==> src/rtl/hdmi_receiver_if.sv <==
// Bundle of the TMDS word inputs and recovered video / frame-buffer outputs of hdmi_receiver.
// The receiver uses the slave side; the TMDS source and frame-buffer sink use the master side.
interface hdmi_receiver_if;
  logic [9:0]  tmds_red;
  logic [9:0]  tmds_green;
  logic [9:0]  tmds_blue;
  logic        bitslip;
  logic        locked;
  logic        hsync;
  logic        vsync;
  logic        de;
  logic [25:0] ram_addr;
  logic [7:0]  ram_red;
  logic [7:0]  ram_green;
  logic [7:0]  ram_blue;
  logic        ram_we;
  logic        frame_start;
  logic        decode_err;

  modport slave (
    input  tmds_red, tmds_green, tmds_blue,
    output bitslip, locked, hsync, vsync, de,
    output ram_addr, ram_red, ram_green, ram_blue, ram_we,
    output frame_start, decode_err
  );

  modport master (
    output tmds_red, tmds_green, tmds_blue,
    input  bitslip, locked, hsync, vsync, de,
    input  ram_addr, ram_red, ram_green, ram_blue, ram_we,
    input  frame_start, decode_err
  );
endinterface

==> src/rtl/hdmi_receiver.sv <==
// TMDS receiver: word alignment via bitslip, control/data decode, sync recovery and
// frame-buffer write generation with a two-stage pipeline.
module hdmi_receiver #(
  parameter int unsigned h_pixel       = 640,
  parameter int unsigned v_pixel       = 480,
  parameter int unsigned align_timeout = 1024,
  parameter int unsigned slip_wait     = 16,
  parameter int unsigned ctrl_run      = 8,
  parameter int unsigned lock_loss     = 2048
) (
  input logic        clk_low,
  input logic        reset,
  hdmi_receiver_if.slave bus
);

  localparam int unsigned MAX_AS  = (align_timeout > slip_wait) ? align_timeout : slip_wait;
  localparam int unsigned CNT_MAX = (MAX_AS > lock_loss) ? MAX_AS : lock_loss;
  localparam int unsigned CNT_W   = $clog2(CNT_MAX + 1);
  localparam int unsigned RUN_W   = $clog2(ctrl_run + 1);
  localparam logic [25:0] ADDR_LAST = 26'(h_pixel * v_pixel - 1);

  typedef enum logic [1:0] {
    SEARCH,
    SLIP,
    LOCKED
  } state_t;

  function automatic logic is_ctrl(input logic [9:0] q);
    logic r;
    case (q)
      10'b1101010100,
      10'b0010101011,
      10'b0101010100,
      10'b1010101011: r = 1'b1;
      default:        r = 1'b0;
    endcase
    return r;
  endfunction

  function automatic logic [1:0] ctrl_bits(input logic [9:0] q);
    logic [1:0] c;
    case (q)
      10'b0010101011: c = 2'b01;
      10'b0101010100: c = 2'b10;
      10'b1010101011: c = 2'b11;
      default:        c = 2'b00;
    endcase
    return c;
  endfunction

  function automatic logic [7:0] decode(input logic [9:0] q);
    logic [7:0] p;
    logic [7:0] d;
    p    = q[9] ? ~q[7:0] : q[7:0];
    d    = '0;
    d[0] = p[0];
    for (int unsigned i = 1; i < 8; i++) begin
      d[i] = q[8] ? (p[i] ^ p[i-1]) : ~(p[i] ^ p[i-1]);
    end
    return d;
  endfunction

  logic       blue_ctrl, red_ctrl, green_ctrl;
  logic [1:0] blue_c;

  assign blue_ctrl  = is_ctrl(bus.tmds_blue);
  assign red_ctrl   = is_ctrl(bus.tmds_red);
  assign green_ctrl = is_ctrl(bus.tmds_green);
  assign blue_c     = ctrl_bits(bus.tmds_blue);

  // Alignment FSM; one shared counter serves as timeout, settle and lock-loss timer.
  state_t             state, state_n;
  logic [CNT_W-1:0]   cnt, cnt_n, cnt_inc;
  logic [RUN_W-1:0]   run, run_n, run_inc;
  logic               slip_n;
  logic               bitslip_q;

  assign cnt_inc = cnt + CNT_W'(1);
  assign run_inc = run + RUN_W'(1);

  always_ff @(posedge clk_low or posedge reset) begin
    if (reset) begin
      state     <= SEARCH;
      cnt       <= '0;
      run       <= '0;
      bitslip_q <= 1'b0;
    end else begin
      state     <= state_n;
      cnt       <= cnt_n;
      run       <= run_n;
      bitslip_q <= slip_n;
    end
  end

  always_comb begin
    state_n = state;
    cnt_n   = cnt_inc;
    run_n   = '0;
    slip_n  = 1'b0;
    case (state)
      SEARCH: begin
        run_n = blue_ctrl ? run_inc : '0;
        if (blue_ctrl && (run_inc == RUN_W'(ctrl_run))) begin
          state_n = LOCKED;
          cnt_n   = '0;
          run_n   = '0;
        end else if (cnt_inc == CNT_W'(align_timeout)) begin
          state_n = SLIP;
          cnt_n   = '0;
          run_n   = '0;
          slip_n  = 1'b1;
        end
      end
      SLIP: begin
        if (cnt_inc == CNT_W'(slip_wait)) begin
          state_n = SEARCH;
          cnt_n   = '0;
        end
      end
      LOCKED: begin
        if (blue_ctrl) begin
          cnt_n = '0;
        end else if (cnt_inc == CNT_W'(lock_loss)) begin
          state_n = SEARCH;
          cnt_n   = '0;
        end
      end
      default: begin
        state_n = SEARCH;
        cnt_n   = '0;
      end
    endcase
  end

  // Stage 1: decoded word plus the lock context it arrived in.
  logic [7:0] d1_red, d1_green, d1_blue;
  logic       de1, lk1, hs1, vs1, err1;
  logic       is_locked;

  assign is_locked = (state == LOCKED);

  always_ff @(posedge clk_low or posedge reset) begin
    if (reset) begin
      d1_red   <= '0;
      d1_green <= '0;
      d1_blue  <= '0;
      de1      <= 1'b0;
      lk1      <= 1'b0;
      hs1      <= 1'b0;
      vs1      <= 1'b0;
      err1     <= 1'b0;
    end else begin
      d1_red   <= decode(bus.tmds_red);
      d1_green <= decode(bus.tmds_green);
      d1_blue  <= decode(bus.tmds_blue);
      de1      <= is_locked && !blue_ctrl;
      lk1      <= is_locked;
      if (blue_ctrl) begin
        hs1 <= blue_c[0];
        vs1 <= blue_c[1];
      end
      err1 <= is_locked && ((blue_ctrl != red_ctrl) || (blue_ctrl != green_ctrl));
    end
  end

  // Stage 2: registered outputs and frame-buffer addressing.
  logic [7:0]  ram_red_q, ram_green_q, ram_blue_q;
  logic [25:0] addr_q;
  logic        we_q, hsync_q, vsync_q, fs_q, err_q;
  logic        frame_rise;

  // vs1 is the value stage-2 vsync takes at this edge, so this marks its rising edge.
  assign frame_rise = lk1 && vs1 && !vsync_q;

  always_ff @(posedge clk_low or posedge reset) begin
    if (reset) begin
      ram_red_q   <= '0;
      ram_green_q <= '0;
      ram_blue_q  <= '0;
      we_q        <= 1'b0;
      hsync_q     <= 1'b0;
      vsync_q     <= 1'b0;
      fs_q        <= 1'b0;
      err_q       <= 1'b0;
      addr_q      <= '0;
    end else begin
      ram_red_q   <= d1_red;
      ram_green_q <= d1_green;
      ram_blue_q  <= d1_blue;
      we_q        <= de1;
      hsync_q     <= hs1;
      vsync_q     <= vs1;
      fs_q        <= frame_rise;
      err_q       <= err1;
      if (frame_rise) begin
        addr_q <= '0;
      end else if (we_q) begin
        addr_q <= (addr_q == ADDR_LAST) ? '0 : addr_q + 26'd1;
      end
    end
  end

  assign bus.bitslip     = bitslip_q;
  assign bus.locked      = is_locked;
  assign bus.hsync       = hsync_q;
  assign bus.vsync       = vsync_q;
  assign bus.de          = we_q;
  assign bus.ram_we      = we_q;
  assign bus.ram_addr    = addr_q;
  assign bus.ram_red     = ram_red_q;
  assign bus.ram_green   = ram_green_q;
  assign bus.ram_blue    = ram_blue_q;
  assign bus.frame_start = fs_q;
  assign bus.decode_err  = err_q;

endmodule

==> src/flat_wrapper.sv <==
// flat-port wrapper written by rule: the top's interface ports become plain ports
module hdmi_receiver_flat 
#(
  parameter int unsigned h_pixel       = 640,
  parameter int unsigned v_pixel       = 480,
  parameter int unsigned align_timeout = 1024,
  parameter int unsigned slip_wait     = 16,
  parameter int unsigned ctrl_run      = 8,
  parameter int unsigned lock_loss     = 2048
)
  (clk_low, reset, bus_tmds_red, bus_tmds_green, bus_tmds_blue, bus_bitslip, bus_locked, bus_hsync, bus_vsync, bus_de, bus_ram_addr, bus_ram_red, bus_ram_green, bus_ram_blue, bus_ram_we, bus_frame_start, bus_decode_err);
  hdmi_receiver_if bus_i ();
  input logic clk_low;
  input logic reset;
  input wire logic [$bits(bus_i.tmds_red)-1:0] bus_tmds_red;
  input wire logic [$bits(bus_i.tmds_green)-1:0] bus_tmds_green;
  input wire logic [$bits(bus_i.tmds_blue)-1:0] bus_tmds_blue;
  output wire logic [$bits(bus_i.bitslip)-1:0] bus_bitslip;
  output wire logic [$bits(bus_i.locked)-1:0] bus_locked;
  output wire logic [$bits(bus_i.hsync)-1:0] bus_hsync;
  output wire logic [$bits(bus_i.vsync)-1:0] bus_vsync;
  output wire logic [$bits(bus_i.de)-1:0] bus_de;
  output wire logic [$bits(bus_i.ram_addr)-1:0] bus_ram_addr;
  output wire logic [$bits(bus_i.ram_red)-1:0] bus_ram_red;
  output wire logic [$bits(bus_i.ram_green)-1:0] bus_ram_green;
  output wire logic [$bits(bus_i.ram_blue)-1:0] bus_ram_blue;
  output wire logic [$bits(bus_i.ram_we)-1:0] bus_ram_we;
  output wire logic [$bits(bus_i.frame_start)-1:0] bus_frame_start;
  output wire logic [$bits(bus_i.decode_err)-1:0] bus_decode_err;
  assign bus_i.tmds_red = bus_tmds_red;
  assign bus_i.tmds_green = bus_tmds_green;
  assign bus_i.tmds_blue = bus_tmds_blue;
  assign bus_bitslip = bus_i.bitslip;
  assign bus_locked = bus_i.locked;
  assign bus_hsync = bus_i.hsync;
  assign bus_vsync = bus_i.vsync;
  assign bus_de = bus_i.de;
  assign bus_ram_addr = bus_i.ram_addr;
  assign bus_ram_red = bus_i.ram_red;
  assign bus_ram_green = bus_i.ram_green;
  assign bus_ram_blue = bus_i.ram_blue;
  assign bus_ram_we = bus_i.ram_we;
  assign bus_frame_start = bus_i.frame_start;
  assign bus_decode_err = bus_i.decode_err;
  hdmi_receiver #(.h_pixel(h_pixel), .v_pixel(v_pixel), .align_timeout(align_timeout), .slip_wait(slip_wait), .ctrl_run(ctrl_run), .lock_loss(lock_loss)) u_core (.clk_low(clk_low), .reset(reset), .bus(bus_i));
endmodule
==> config.mk <==
export PLATFORM = sky130hd
export DESIGN_NAME = hdmi_receiver_flat
export DESIGN_NICKNAME = d
export VERILOG_FILES = /design/src/rtl/hdmi_receiver_if.sv /design/src/rtl/hdmi_receiver.sv /design/src/flat_wrapper.sv
export SDC_FILE = /design/constraint.sdc
export NUM_CORES = 1
export LEC_CHECK = 0
export ABC_CLOCK_PERIOD_IN_PS = 5310
export CORE_UTILIZATION = 50
export CTS_BUF_LIST = sky130_fd_sc_hd__clkbuf_4
export CTS_CLUSTER_SIZE = 24
export DETAILED_ROUTE_END_ITERATION = 12
export PLACE_DENSITY_LB_ADDON = 0.15
export SYNTH_ARGS = -nofsm -noshare
export SYNTH_HDL_FRONTEND = slang
export SYNTH_SLANG_ARGS = --single-unit
==> constraint.sdc <==
create_clock -name clk_low -period 5.31 [get_ports clk_low]
set_input_delay 0.531 -clock clk_low [delete_from_list [all_inputs] [get_ports clk_low]]
set_output_delay 0.531 -clock clk_low [all_outputs]
set_load 0.03 [all_outputs]
# == Yosys cells after proc, flatten, opt, wreduce, memory -nomap -nowiden ==
# Index checks and enable logic that the tools add are counted.
# totals
regBits,103
latch_bits,0
mem_bits_rw,0
romBits,0
inputBits,32
output_inout_bits,58
wordCells,158
mem_count,0
# op_classes
addsub,3
n_mul,0
n_div,0
n_lt_le_gt_ge,0
eq_ne,25
n_shift,0
muxes,50
n_bitwise,45
n_reduce_logical,14
# ops
operator,count
$mux W26,3
$eq A10 B10 Y1 const B,6
$mux W12,5
$pmux W12 S3,1
$eq A10 B8 Y1 const B,3
$eq A10 B9 Y1 const B,3
$mux W1,27
$add A26 B1 Y26 const B,1
$eq A26 B19 Y1 const B,1
$mux W8,3
$not A8 Y8,3
$not A1 Y1,21
$xor A1 B1 Y1,21
$mux W4,4
$add A12 B1 Y12 const B,1
$eq A12 B11 Y1 const B,1
$eq A12 B12 Y1 const B,1
$eq A12 B5 Y1 const B,1
$pmux W2 S3,2
$reduce_or A4 Y1,3
$mux W2,5
$logic_and A1 B1 Y1,5
$add A4 B1 Y4 const B,1
$eq A4 B4 Y1 const B,1
11 further kinds,14

# == Depth between registers and ports, before layout ==
# logic_depth
ltp_word,7
ltp_mapped,10
ltp_nobuf,9

# == Worst setup path after synthesis ==
# OpenSTA, ideal clock, no wires.
# synth_path
path_type,register to register
startpoint,register u_core.cnt[0]
endpoint,register u_core.cnt[0]
setup_time_ps,138
arrival_time_ps,2211
t_required_ps,5172
path_slack_ps,2962
stages_incl_launch_ff,10
n_path_buf,2
synth_period_minus_slack_ps,2348
cell_sequence,dfrtp_1 ha_1 buf_6 nand4_2 or3_2 xor2_1 nand4_4 o211ai_4 buf_6 a31oi_1
# synth_between
elab_chain_cells,5
elab_cells_between_ends,10
cone_classes,add/sub (1); eq/ne (3); mux (6)
# synth_lines
item,line,text
start: declaration,hdmi_receiver.sv:73,"logic [CNT_W-1:0] cnt, cnt_n, cnt_inc;"
start signal: assignment,hdmi_receiver.sv:89,cnt <= cnt_n;
$add A12 B1 Y12 *,hdmi_receiver.sv:78,assign cnt_inc = cnt + CNT_W'(1);
$eq A12 B12 Y1 or $eq A12 B11 Y1 (tied branches),"hdmi_receiver.sv:123, hdmi_receiver.sv:107",
$mux W12 (on tied branches),"hdmi_receiver.sv:123, hdmi_receiver.sv:107",
$mux W12 (on tied branches),"hdmi_receiver.sv:121, hdmi_receiver.sv:103",
$pmux W12 S3 *,hdmi_receiver.sv:100,case (state)
net u_core.cnt_n[0],hdmi_receiver.sv:73,
# Mark *: on every way through the listed nets, which the timed path passes. The rest lies on a longest branch.
# A chain may end at the register's enable or synchronous reset.

# == Worst setup path after layout ==
# layout_path
startpoint,register u_core.cnt[0]
endpoint,register u_core.cnt[7]
# Same word-level chain as after synthesis.

==> impl_metrics.toml <==
[timing]
setup_viol = 0
hold_viol_final = 0
maxSlewViolCount = 0
clock_skew_ps = 16.7
fin_crit_sh = 0.544
tns_ps = 0
grt_setup_unrepaired = "no"
clock.fmax_mhz = 346
fin_crit_ps = 2890
whs_ps = 366
slew_headroom = 0.524
worst_pin_slew_ps = 710

[place]
gp_congestion = 0.833
port-buffer-count = 89
hpwl_mm = 6.74
placed_cell_area_sq_um = 5760

[pwr]
power_density_nw_per_um2 = 247
irDropWorstVdd_v = 0.000133
p_int_uw = 1040
switchingPower_uw = 412
p_clk_frac = 0.264
combPwrFrac = 0.147
swShare = 0.284
p_leak_uw = 0.00253
p_seq_frac = 0.589

[grt]
grt_max_degree = 60
grt_pass1_vias = 3320
antenna_found_initial = 0
grt_use_total = 0.199
overflow = 0
grt_pass1_wl_mm = 15.5

[cts]
cts_resized = 0
cts_tree = "yes"
root_buffer = "clkbuf_4"
clock_latency_ps = 450
cts_made_buffers = 9
clk_pin_slew_ps = 160
clockBufferDepth = 2
cts_setup_buffers = 0
htree_levels = 3
clkSinkCount = 103
cts.hold.buffers_added = 0

[synthesis]
seq_area_frac_synth = 0.539
netlist_area_sq_um = 4780
ys_seq_elements = 103
netlist_instances = 433
postSynth.asyncResetShare = 1.00
synth-edff-count = 0
syn_nets = 488
synth-warning-count = 0
avgSynthCellArea_sq_um = 11.0
ys.flop_type = "dfrtp_1"
synth_cell_types = 53

[critical_path]
arrival_ps = 3190
cp_max_fo = 11
end_kind = "register"
start_kind = "register"
cp.required_ps = 5610
path_class = "reg2reg"

[outcome]
status = "complete, no violations"

[drt]
routedWlPerCell_um = 13.9
dr_total_vias = 3379
drt_iter0_markers = 96
first_pass_iters = 4
drt_wl_total_mm = 9.11
remaining_drc_errors = 0
vias_per_cell = 5.16
drtAntennaViolNets = 0

[final_layout]
utilization = 0.638
fillers = 769
final_common_cell = "dfrtp_1"
multi_input_area_sq_um = 2000
regArea_sq_um = 2580
fin_nets = 576
diodes = 0
finalInstanceArea_sq_um = 5900
syn_to_final_growth_pct = 23.3
final_cell_mix = "dfrtp_1 (103), clkdlybuf4s50_1 (89), xor2_1 (34), nand2_1 (33)"
drive_above_1_share = 0.0589

[run]
drv_cap = 0

[floorplanning]
rows = 35
die_h_um = 99.8
core_area_sq_um = 9240
pin_count = 90
die_area_sq_um = 9960
fp.dieW_um = 99.8
start_util = 0.518

[hold_path]
hp-class = "reg2reg"
cells by family after synthesis:
group,Yosys count,share of synthesized area
simple gates,149,0.169
flops,103,0.539
xor+xnor,65,0.119
compound gates,49,0.0712
buf+inv,44,0.0421
fa+ha+maj,23,0.0602
critical path, stage by stage, from the launching register on:
cell and delay, ps:
dfrtp_1 480, ha_1 370, nand4_2 170, or3_2 490, xor2_1 320, nand3_1 120, o21ai_1 600, a31oi_1 200
through the flow:
stage | instances | power (uW) | setup slack [ps]
detailed placement | 639 | 1090 | 2470
global placement | 639 | 1080 | 2560
finish | 655 | 1450 | 2420
global route | 655 | 1530 | 2280
floorplan | 433 | 985 | 2080
CTS | 655 | 1470 | 2480
power by group through the flow:
stage	clock network, uW	logic (uW)	registers, uW
after floorplan	0	55.6	929
after CTS	396	218	858
after global routing	432	231	863
after detailed placement	0	217	873
after global placement	0	214	870
final	384	214	857
synthesized netlist by cell type, types with 3 or more instances:
cell	count	area (sq um)
dfrtp_1	103	2580
xor2_1	34	298
nand2_1	33	124
nor2_1	31	116
xnor2_1	31	272
inv_1	29	109
ha_1	23	288
nand3_1	23	115
a31oi_1	12	75.1
a21oi_1	11	55.1
nor3_1	11	55.1
nand4_1	10	62.6
o21ai_0	7	35.0
or3_1	6	37.5
buf_2	5	25.0
and2_1	4	25.0
buf_4	4	30.0
nor4_1	4	25.0
o31ai_1	4	30.0
and4_1	3	26.3
and4b_1	3	30.0
clkbuf_1	3	11.3
nand3b_1	3	22.5
metal layers:
| metal | GRT usage | wire length [um] | vias to the layer above | share of wire |
|---|---|---|---|---|
| met4 | 0.0871 | 121 | 0 | 0.013 |
| met5 | 0 | 0 | - | 0 |
| met3 | 0.0299 | 345 | 13 | 0.038 |
| met2 | 0.329 | 4550 | 82 | 0.50 |
| met1 | 0.261 | 4100 | 1631 | 0.45 |
| li1 | - | - | 1653 | - |
flip-flops by register name, indices dropped and copies added, names as in the netlist, 2 cells and up:
register              count
u_core.bus.ram_blue       8
u_core.bus.ram_green      8
u_core.d1_red             8
u_core.run                4
u_core.bus.ram_addr      26
u_core.d1_green           8
u_core.state              2
u_core.bus.ram_red        8
u_core.cnt               12
u_core.d1_blue            8
cell type report:
cell class	instances	area share
sequential	103	0.437
timing repair buffer	91	0.154
clock inverter	7	0.0108
clock buffer	9	0.0115
tap	129	0.0274
inverter	30	0.0195
multi-input combinational	286	0.340
final timing paths:
check                                    from               endpoint  slack, ps  cells past startpoint
worst min register to register    u_core.err1  u_core.bus.decode_err        370                      0
min in group asynchronous               reset      u_core.d1_blue[3]        450                      2
worst max-delay path            u_core.cnt[0]          u_core.cnt[7]       2420                      7
worst min-delay path              u_core.err1  u_core.bus.decode_err        370                      0
max in group asynchronous               reset         u_core.cnt[10]       3740                      3
worst max register to register  u_core.cnt[0]          u_core.cnt[7]       2420                      7
Power figures use the tool's default switching activity.
